<file path="config.mk">
export PLATFORM = sky130hd
export DESIGN_NAME = mem_byte_ctrl_flat
export DESIGN_NICKNAME = d
export VERILOG_FILES = /design/src/rtl/mem_byte_if.sv /design/src/rtl/mem_byte_ctrl.sv /design/src/flat_wrapper.sv
export SDC_FILE = /design/constraint.sdc
export NUM_CORES = 1
export LEC_CHECK = 0
export ABC_AREA = 1
export BUFFER_PORTS_ARGS = -buffer_cell sky130_fd_sc_hd__buf_2
export CAP_MARGIN = 20
export CORE_MARGIN = 5
export CORE_UTILIZATION = 60
export CTS_BUF_LIST = sky130_fd_sc_hd__clkbuf_8
export CTS_CLUSTER_DIAMETER = 150
export DETAILED_ROUTE_END_ITERATION = 7
export HOLD_SLACK_MARGIN = 0.05
export PLACE_DENSITY = 0.86
export SYNTH_ARGS = -nofsm -noshare
export SYNTH_HDL_FRONTEND = slang
export SYNTH_SLANG_ARGS = --single-unit
</file>
<file path="constraint.sdc">
create_clock -name Clk -period 3.5 [get_ports Clk]
set_input_delay 0 -clock Clk [delete_from_list [all_inputs] [get_ports Clk]]
set_output_delay 0 -clock Clk [all_outputs]
set_load 0.03 [all_outputs]
</file>
<file path="src/rtl/mem_byte_if.sv">
// Request/array bus of the byte-serial memory controller.
// The master side is the MAR/MDR datapath together with the 512x8 byte array.
interface mem_byte_if;
    logic        MOV;
    logic        RW;
    logic        IFetch;
    logic [5:0]  opcode;
    logic [31:0] Address;
    logic [31:0] DataIn;
    logic [31:0] DataOut;
    logic        MOC;
    logic        AdrErr;
    logic [8:0]  ByteAddr;
    logic [7:0]  ByteWr;
    logic        ByteWE;
    logic [7:0]  ByteRd;

    modport master (
        output MOV, RW, IFetch, opcode, Address, DataIn, ByteRd,
        input  DataOut, MOC, AdrErr, ByteAddr, ByteWr, ByteWE
    );

    modport slave (
        input  MOV, RW, IFetch, opcode, Address, DataIn, ByteRd,
        output DataOut, MOC, AdrErr, ByteAddr, ByteWr, ByteWE
    );
endinterface

</file>
<file path="src/rtl/mem_byte_ctrl.sv">
// Breaks a MOV/MOC word, halfword or byte request into big-endian single-byte
// accesses of a 512x8 array, one per clock, with sign/zero-extended loads.
module mem_byte_ctrl (
    input  logic        Clk,
    input  logic        Clr,
    mem_byte_if.slave   bus
);
    typedef enum logic [1:0] {IDLE = 2'd0, XFER = 2'd1, DONE = 2'd2} state_t;

    state_t      state_r, state_s;
    logic [8:0]  base_r, base_s;
    logic [31:0] data_r, data_s;
    logic        rw_r, rw_s;
    logic        sign_r, sign_s;
    logic [1:0]  last_r, last_s;
    logic [1:0]  beat_r, beat_s;
    logic [23:0] asm_r, asm_s;
    logic [31:0] dout_r, dout_s;
    logic        moc_r, moc_s;
    logic        err_r, err_s;
    logic        we_r, we_s;
    logic [8:0]  addr_r, addr_s;
    logic [7:0]  wr_r, wr_s;

    logic [1:0]  req_last_s;
    logic        req_sign_s;
    logic        req_rw_s;
    logic        req_misaligned_s;
    logic [31:0] shifted_s;
    logic        unused_addr_s;

    assign unused_addr_s = ^bus.Address[31:9];

    // Byte idx of a word, idx 3 being the most significant byte.
    function automatic logic [7:0] pick_byte(input logic [31:0] word, input logic [1:0] idx);
        case (idx)
            2'd0:    pick_byte = word[7:0];
            2'd1:    pick_byte = word[15:8];
            2'd2:    pick_byte = word[23:16];
            default: pick_byte = word[31:24];
        endcase
    endfunction

    function automatic logic [31:0] extend_load(input logic [31:0] raw, input logic [1:0] last,
                                                input logic sign);
        case (last)
            2'd0:    extend_load = {{24{sign & raw[7]}}, raw[7:0]};
            2'd1:    extend_load = {{16{sign & raw[15]}}, raw[15:0]};
            default: extend_load = raw;
        endcase
    endfunction

    // Request decode: last = beats-1, fetch overrides direction and size.
    always_comb begin
        req_last_s = 2'd3;
        req_sign_s = 1'b0;
        req_rw_s   = bus.RW;
        if (bus.IFetch) begin
            req_rw_s = 1'b1;
        end else begin
            case (bus.opcode)
                6'h20:               begin req_last_s = 2'd0; req_sign_s = 1'b1; end
                6'h24, 6'h28:        begin req_last_s = 2'd0; req_sign_s = 1'b0; end
                6'h21:               begin req_last_s = 2'd1; req_sign_s = 1'b1; end
                6'h25, 6'h29:        begin req_last_s = 2'd1; req_sign_s = 1'b0; end
                default:             begin req_last_s = 2'd3; req_sign_s = 1'b0; end
            endcase
        end
        case (req_last_s)
            2'd1:    req_misaligned_s = bus.Address[0];
            2'd3:    req_misaligned_s = |bus.Address[1:0];
            default: req_misaligned_s = 1'b0;
        endcase
    end

    // Next-state and next-output logic; outputs are registered one edge ahead.
    always_comb begin
        state_s   = state_r;
        base_s    = base_r;
        data_s    = data_r;
        rw_s      = rw_r;
        sign_s    = sign_r;
        last_s    = last_r;
        beat_s    = beat_r;
        asm_s     = asm_r;
        dout_s    = dout_r;
        moc_s     = moc_r;
        err_s     = err_r;
        we_s      = we_r;
        addr_s    = addr_r;
        wr_s      = wr_r;
        shifted_s = {asm_r, bus.ByteRd};
        case (state_r)
            IDLE: begin
                if (bus.MOV) begin
                    base_s = bus.Address[8:0];
                    data_s = bus.DataIn;
                    rw_s   = req_rw_s;
                    sign_s = req_sign_s;
                    last_s = req_last_s;
                    beat_s = 2'd0;
                    asm_s  = 24'd0;
                    addr_s = bus.Address[8:0];
                    if (req_misaligned_s) begin
                        state_s = DONE;
                        moc_s   = 1'b1;
                        err_s   = 1'b1;
                        we_s    = 1'b0;
                    end else begin
                        state_s = XFER;
                        err_s   = 1'b0;
                        we_s    = ~req_rw_s;
                        wr_s    = pick_byte(bus.DataIn, req_last_s);
                    end
                end else begin
                    state_s = IDLE;
                    addr_s  = base_r;
                end
            end
            XFER: begin
                if (rw_r) begin
                    asm_s = shifted_s[23:0];
                end else begin
                    asm_s = asm_r;
                end
                if (beat_r == last_r) begin
                    state_s = DONE;
                    moc_s   = 1'b1;
                    err_s   = 1'b0;
                    we_s    = 1'b0;
                    addr_s  = base_r;
                    if (rw_r) begin
                        dout_s = extend_load(shifted_s, last_r, sign_r);
                    end else begin
                        dout_s = dout_r;
                    end
                end else begin
                    beat_s = beat_r + 2'd1;
                    addr_s = base_r + {7'd0, beat_s};
                    wr_s   = pick_byte(data_r, last_r - beat_r - 2'd1);
                    we_s   = ~rw_r;
                end
            end
            DONE: begin
                // MOV must be seen low before another request can be accepted.
                if (!bus.MOV) begin
                    state_s = IDLE;
                    moc_s   = 1'b0;
                    err_s   = 1'b0;
                end else begin
                    state_s = DONE;
                end
            end
            default: begin
                state_s = IDLE;
                moc_s   = 1'b0;
                err_s   = 1'b0;
                we_s    = 1'b0;
            end
        endcase
    end

    // State and output registers.
    always_ff @(posedge Clk or negedge Clr) begin
        if (!Clr) begin
            state_r <= IDLE;
            base_r  <= 9'd0;
            data_r  <= 32'd0;
            rw_r    <= 1'b0;
            sign_r  <= 1'b0;
            last_r  <= 2'd0;
            beat_r  <= 2'd0;
            asm_r   <= 24'd0;
            dout_r  <= 32'd0;
            moc_r   <= 1'b0;
            err_r   <= 1'b0;
            we_r    <= 1'b0;
            addr_r  <= 9'd0;
            wr_r    <= 8'd0;
        end else begin
            state_r <= state_s;
            base_r  <= base_s;
            data_r  <= data_s;
            rw_r    <= rw_s;
            sign_r  <= sign_s;
            last_r  <= last_s;
            beat_r  <= beat_s;
            asm_r   <= asm_s;
            dout_r  <= dout_s;
            moc_r   <= moc_s;
            err_r   <= err_s;
            we_r    <= we_s;
            addr_r  <= addr_s;
            wr_r    <= wr_s;
        end
    end

    assign bus.DataOut  = dout_r;
    assign bus.MOC      = moc_r;
    assign bus.AdrErr   = err_r;
    assign bus.ByteAddr = addr_r;
    assign bus.ByteWr   = wr_r;
    assign bus.ByteWE   = we_r;
endmodule
</file>
<file path="src/flat_wrapper.sv">
// flat-port wrapper written by rule: the top's interface ports become plain ports
module mem_byte_ctrl_flat 
  (Clk, Clr, bus_MOV, bus_RW, bus_IFetch, bus_opcode, bus_Address, bus_DataIn, bus_ByteRd, bus_DataOut, bus_MOC, bus_AdrErr, bus_ByteAddr, bus_ByteWr, bus_ByteWE);
  mem_byte_if bus_i ();
  input  logic Clk;
  input  logic Clr;
  input wire logic [$bits(bus_i.MOV)-1:0] bus_MOV;
  input wire logic [$bits(bus_i.RW)-1:0] bus_RW;
  input wire logic [$bits(bus_i.IFetch)-1:0] bus_IFetch;
  input wire logic [$bits(bus_i.opcode)-1:0] bus_opcode;
  input wire logic [$bits(bus_i.Address)-1:0] bus_Address;
  input wire logic [$bits(bus_i.DataIn)-1:0] bus_DataIn;
  input wire logic [$bits(bus_i.ByteRd)-1:0] bus_ByteRd;
  output wire logic [$bits(bus_i.DataOut)-1:0] bus_DataOut;
  output wire logic [$bits(bus_i.MOC)-1:0] bus_MOC;
  output wire logic [$bits(bus_i.AdrErr)-1:0] bus_AdrErr;
  output wire logic [$bits(bus_i.ByteAddr)-1:0] bus_ByteAddr;
  output wire logic [$bits(bus_i.ByteWr)-1:0] bus_ByteWr;
  output wire logic [$bits(bus_i.ByteWE)-1:0] bus_ByteWE;
  assign bus_i.MOV = bus_MOV;
  assign bus_i.RW = bus_RW;
  assign bus_i.IFetch = bus_IFetch;
  assign bus_i.opcode = bus_opcode;
  assign bus_i.Address = bus_Address;
  assign bus_i.DataIn = bus_DataIn;
  assign bus_i.ByteRd = bus_ByteRd;
  assign bus_DataOut = bus_i.DataOut;
  assign bus_MOC = bus_i.MOC;
  assign bus_AdrErr = bus_i.AdrErr;
  assign bus_ByteAddr = bus_i.ByteAddr;
  assign bus_ByteWr = bus_i.ByteWr;
  assign bus_ByteWE = bus_i.ByteWE;
  mem_byte_ctrl u_core (.Clk(Clk), .Clr(Clr), .bus(bus_i));
endmodule
</file>
# [Word level (Yosys, flattened, before mapping)]
# Cells that the tools add are included.
[word_totals] input_bits=83 ff_bits=125
[op_classes] muxes=40 bitwise_logic=5 reduce_logical=17 eq_ne=22 n_addsub=4
[op_table] operator="$pmux 32 s2" count=1
[op_table] operator="$mux 24" count=2
[op_table] operator="$pmux 24 s2" count=1
[op_table] operator="$pmux 8 s3" count=2
[op_table] operator="$eq 6x6->1 const B" count=6
[op_table] operator="$mux 8" count=3
[op_table] operator="$mux 9" count=2
[op_table] operator="$pmux 9 s2" count=1
[op_table] operator="$pmux 8 s2" count=1
[op_table] operator="$mux 2" count=7
[op_table] operator="$mux 1" count=13
[op_table] operator="$reduce_and 3->1" count=4
[op_table] operator="$add 9x2->9" count=1
[op_table] operator="$pmux 1 s3" count=3
[op_table] operator="$eq 2x1->1 const B" count=4
[op_table] operator="$eq 2x2->1 const B" count=4
[op_table] operator="$logic_not 2->1" count=4
[op_table] operator="$ne 2x2->1 const B" count=4
[op_table] operator="$pmux 2 s2" count=2
[op_table] operator="$reduce_and 4->1" count=2
[op_table] operator="$ne 2x1->1 const B" count=3
[op_table] operator="$pmux 2 s3" count=1
[op_table] operator="$reduce_or 3->1" count=2
[op_table] operator="$reduce_and 2->1" count=2
[op_table] operator="9 further kinds" count=13

# [Logic depth before layout (Yosys ltp)]
[logic_depth] depth_word=9 ltp_mapped=13 depth_no_buf=12

# [Worst setup path before layout]
# Ideal clock, no wire load.
[synth_timing] kind="register to register" start="reg u_core.beat_r[1]" end="reg u_core.addr_r[8], in the netlist u_core.bus.ByteAddr[8]" t_arrival_ns=1.644 synth_period_minus_slack_ns=1.767 path_buffers=0 t_required_ns=3.377 setup_ns=0.123 slack_ns=1.733 stages_incl_launch_ff=11 cell_sequence="dfrtp_1 -> xnor2_1 -> inv_1 -> fa_1 -> and3_1 -> nand3_1 -> nand2_1 -> nand2_1 -> nand3_1 -> o21ai_0 -> nand2_1"
[synth_between] elab_chain_len=4 elab_cells_between_ends=5 classes_between="add/sub (2); eq/ne (1); mux (2)"
[synth_lines] item="from (decl)" line_no="mem_byte_ctrl.sv:16" text="logic [1:0] beat_r, beat_s;"
[synth_lines] item="from (signal assigned)" line_no="mem_byte_ctrl.sv:187" text="beat_r <= beat_s;"
[synth_lines] item="$add 2x1->2" line_no="mem_byte_ctrl.sv:138" text="beat_s = beat_r + 2'd1;"
[synth_lines] item="$add 9x2->9" line_no="mem_byte_ctrl.sv:139" text="addr_s = base_r + {7'd0, beat_s};"
[synth_lines] item="$mux 9 (*)" line_no="mem_byte_ctrl.sv:126" text="if (beat_r == last_r) begin"
[synth_lines] item="$pmux 9 s2 (*)" line_no="mem_byte_ctrl.sv:93" text="case (state_r)"
[synth_lines] item="to (signal assigned)" line_no="mem_byte_ctrl.sv:193" text="addr_r <= addr_s;"
[synth_lines] item="to (decl)" line_no="mem_byte_ctrl.sv:22" text="logic [8:0] addr_r, addr_s;"
# Every way passes the cells marked *; elsewhere a longest branch is shown, timed or not.
# A chain may end at the register's enable or synchronous reset.

# [Worst setup path after layout]
[layout_timing] start="reg u_core.state_r[1]" end="reg u_core.sign_r"
[layout_between] elab_chain_len=2
[layout_lines] item="from (decl)" line_no="mem_byte_ctrl.sv:10" text="state_t state_r, state_s;"
[layout_lines] item="from (signal assigned)" line_no="mem_byte_ctrl.sv:181" text="state_r <= state_s;"
[layout_lines] item="$logic_not 2->1" line_no="mem_byte_ctrl.sv:93"
[layout_lines] item="$reduce_and 2->1 (no line)"
[layout_lines] item="to (signal assigned)" line_no="mem_byte_ctrl.sv:185" text="sign_r <= sign_s;"
[layout_lines] item="to (decl)" line_no="mem_byte_ctrl.sv:14" text="logic sign_r, sign_s;"
# Every way passes these cells.

==> results by group <==
Finish
  • FILL cells: 647
  • Layout area overhead: 28.5%
  • Final layout net count: 977
  • Layout cells sized above 1: 18.9%
  • Ant. Diodes: 0

STA
  • Final count of pins violating max slew: 0
  • Setup repair after global routing missed its margin: no
  • Achievable clock frequency: around 330 MHz
  • Final critical path time including I/O delays and setup: 3000 ps
  • Worst Clk Skew: roughly 9.2 ps
  • Total setup violations reported at the end of the flow: 0
  • Aggregate negative setup slack: 0 ps
  • Hold violation count in the final report: 0
  • Slew of the pin with the lowest slew margin: around 630 ps
  • Worst slew slack as a fraction of its limit: 58.0%
  • Period utilization: a little under nine tenths

Global route
  • Total global routing overflow: 0
  • Initial antenna violation count: 0
  • Global-route usage over all layers: 30.0%
  • Largest net degree at the start of global routing: 80
  • Wire length of the first global-routing pass: 27800 um
  • Met2 usage in global routing: 49.7%
  • Global routing met1 resource utilization: 37.0%
  • Met3 usage: 7.69%
  • Most heavily used metal layer in global routing: met2
  • Vias in the first global route: 5710

Clock tree
  • Clock tree sinks: 125
  • Clock latency reported for the late side of the worst-skew pair: 450 ps
  • Number of buffers on the longest clock path: 2
  • Root Buffer: sky130_fd_sc_hd__clkbuf_8
  • CTS tree: yes
  • H-tree lvl count: 4
  • Clock input transition at the sequential cells of the worst setup and hold paths: 80 ps
  • Count of hold buffers inserted by post-cts repair: 57
  • Number of resized instances in the post-cts repair step: 0
  • Clock buffer count from CTS: 17
  • Buffers inserted by post-CTS timing repair: 0

Detailed routing
  • Detailed-router iteration count before antenna repair: 7
  • DR vias: roughly 5800
  • Starting DRC count in detailed routing: 616
  • Antenna viol nets, final: 0
  • Wirelength per Cell: between 15 and 20 um
  • Post-Route WL: between 15000 and 20000 um
  • DRC viols: 0
  • Vias per inst: between 5 and 6

Logic synthesis
  • Sequential fraction of the synthesis area: 52.6%
  • Mean instance size in the synthesized netlist: 8.16 sq um
  • Number of unique standard cell types used by synthesis: 39
  • Async set or reset register ratio after synthesis: 100%
  • FF+latch count, synth: 125
  • Total standard cell area after synthesis: 5950 sq um
  • Net count after synthesis: between 800 and 900
  • Post-synth top flop: sky130_fd_sc_hd__dfrtp_1
  • Synth Warn #: 0
  • Post-synth EDFFs: 0
  • Number of cells produced by synthesis: approximately 730

Die
  • # IOs: 135
  • Die area: ~12000 sq um
  • Row count: 36
  • Die span in y: 110 um
  • Initial standard-cell utilization of the core: between 60% and 70%
  • Placeable core area: 9730 sq um
  • Horizontal die dimension: 110 um

Power
  • Worst ir drop on vdd: ~0.51 mV
  • Switching power: approximately 3.3 mW
  • P_int: 3.98 mW
  • Leakage component of the power: 3.82 nW
  • Share of total power consumed by net switching: 45.2%
  • Total design power: 7.26 mW
  • Part of the total power dissipated in combinational logic: ~44%
  • Clock power share: 21.8%
  • Sequential share of power: 34.2%
  • Power density normalized to cell area: 949 nW/um^2

Worst setup path
  • R2R setup slack: 500 ps
  • Number of logic stages on the critical path including buffering: 7
  • Cell with the biggest individual delay on the critical path: sky130_fd_sc_hd__dfrtp_1
  • Launching element type of the critical path: flip-flop
  • Buffering stage count on the worst path with inverters included: 3
  • Crit path max-delay family: buffers and inverters
  • End of the worst register-to-register path: u_core.sign_r$_DFFE_PN0P_
  • Launching instance or port of the critical path: u_core.state_r[1]$_DFFE_PN0N_
  • Kind of end point of the critical path: flip-flop
  • Critical path data arrival time: 3320 ps
  • Cell chain of the critical path: nor2_2 -> nand2_2 -> clkinv_1 -> buf_4 -> nand3_1 -> dlygate4sd3_1 -> o21ai_0
  • Number of cells traversed by the worst register-to-register path: 7
  • Setup CP Type: flip-flop to flip-flop
  • Slowest cell delay on critical path: 750 ps
  • Required time at the endpoint of the critical path: 3820 ps
  • Worst-path maximum fanout: 15
  • Startpoint of the most critical register-to-register path: u_core.state_r[1]$_DFFE_PN0N_

Outcome
  • Outcome: finished, final reports clean

Min path
  • Class of the most critical hold timing path: input port to async pin

Place
  • Total half-perimeter wirelength after legalization and detailed placement: slightly above 10000 um
  • Weighted congestion reported at the end of routability-driven placement: 0.883
  • # port buffers: approximately 110

Job
  • Reported max-cap violation count: 0
==> cells in the final DEF (no fill, tap or decap), types with 18 or more instances in the layout <==
cell / n
sky130_fd_sc_hd__inv_1: 80
sky130_fd_sc_hd__dfrtp_1: 125
sky130_fd_sc_hd__clkbuf_8: 19
sky130_fd_sc_hd__nor2_1: 38
sky130_fd_sc_hd__nand3_1: 68
sky130_fd_sc_hd__buf_2: 110
sky130_fd_sc_hd__o22ai_1: 18
sky130_fd_sc_hd__nand2_1: 197
sky130_fd_sc_hd__a21oi_1: 35
sky130_fd_sc_hd__dlygate4sd3_1: 57
sky130_fd_sc_hd__o21ai_0: 67
==> through the flow <==
stage | std cells | util (%) | hold slack [ps] | instance area (sq um) | setup WS, ps
4_1_cts | 1035 | 78.4 | 178 | 7630 | 684
2_1_floorplan | 729 | - | -296 | 5950 | 1730
5_1_grt | 1036 | 78.6 | 121 | 7650 | 403
3_3_place_gp | 946 | 67.4 | 194 | 6560 | 1080
6_report | 1036 | 78.6 | 72.1 | 7650 | 503
3_5_place_dp | 946 | 67.4 | 203 | 6560 | 1020
==> Yosys cell counts, drive strengths merged (4+ instances only) <==
master    n  share of area [%]
a21oi    36                3.2
nand3    69                6.0
nand4     4               0.53
a31oi     9               0.95
inv      87                5.5
buf      19                1.9
o211ai   11                1.4
nand2   202                 13
o21ai    70                6.0
dfrtp   125                 53
nor2     42                3.0
clkbuf   15               0.95
o22ai    18                1.9
a22oi     4               0.50
==> state kept, by name, indices dropped and copies added (netlist names), 2 cells and up <==
register             cells
u_core.beat_r            2
u_core.bus.DataOut      32
u_core.bus.ByteWr        8
u_core.state_r           2
u_core.asm_r            24
u_core.base_r            9
u_core.last_r            2
u_core.data_r           32
u_core.bus.ByteAddr      9
==> metal layers <==
layer  vias up  share of wire (%)
met5         -                  0
met4         0                3.6
met3        73                8.4
met2       331                 50
met1      2707                 38
li1       2708                  -
==> worst max path at each step <==
stage                                    endpoint  slack [ps]
3_3_place_gp         u_core.asm_r[11]$_DFFE_PN0P_        1080
4_1_cts                 u_core.sign_r$_DFFE_PN0P_         680
6_report                u_core.sign_r$_DFFE_PN0P_         500
2_1_floorplan  u_core.bus.ByteAddr[8]$_DFFE_PN0P_        1730
3_5_place_dp         u_core.asm_r[11]$_DFFE_PN0P_        1020
5_1_grt                 u_core.sign_r$_DFFE_PN0P_         400
==> power by group through the flow <==
| stage | Combinational [mW] | Sequential (mW) | Clock, mW |
|---|---|---|---|
| after CTS | 3.14 | 2.46 | 1.58 |
| after global placement | 2.97 | 2.45 | 0 |
| after floorplan | 1.75 | 2.93 | 0 |
| final | 3.20 | 2.48 | 1.58 |
| after detailed placement | 3.05 | 2.47 | 0 |
| after global routing | 3.52 | 2.54 | 1.65 |
==> cells by family after synthesis <==
kind of cell / count (synthesis) / share of synthesized area [%]
AO/OA/AOI/OAI: 152 / 14.4
XOR/XNOR: 2 / 0.294
adder cells (fa/ha/maj): 4 / 0.967
buffers and inverters: 123 / 8.47
flip-flops: 125 / 52.6
AND/OR/NAND/NOR: 323 / 23.3
==> layout make-up <==
| cell class | count | area, sq um | share of cell area (%) |
|---|---|---|---|
| sequential | 125 | 3130 | 40.9 |
| clock inverter | 13 | 235 | 3.08 |
| multi-input combinational | 481 | 2320 | 30.3 |
| timing repair buffer | 176 | 1200 | 15.7 |
| inverter | 89 | 337 | 4.40 |
| tap | 133 | 166 | 2.18 |
| clock buffer | 19 | 262 | 3.42 |
No activity file was read; power rests on OpenSTA's default activity.
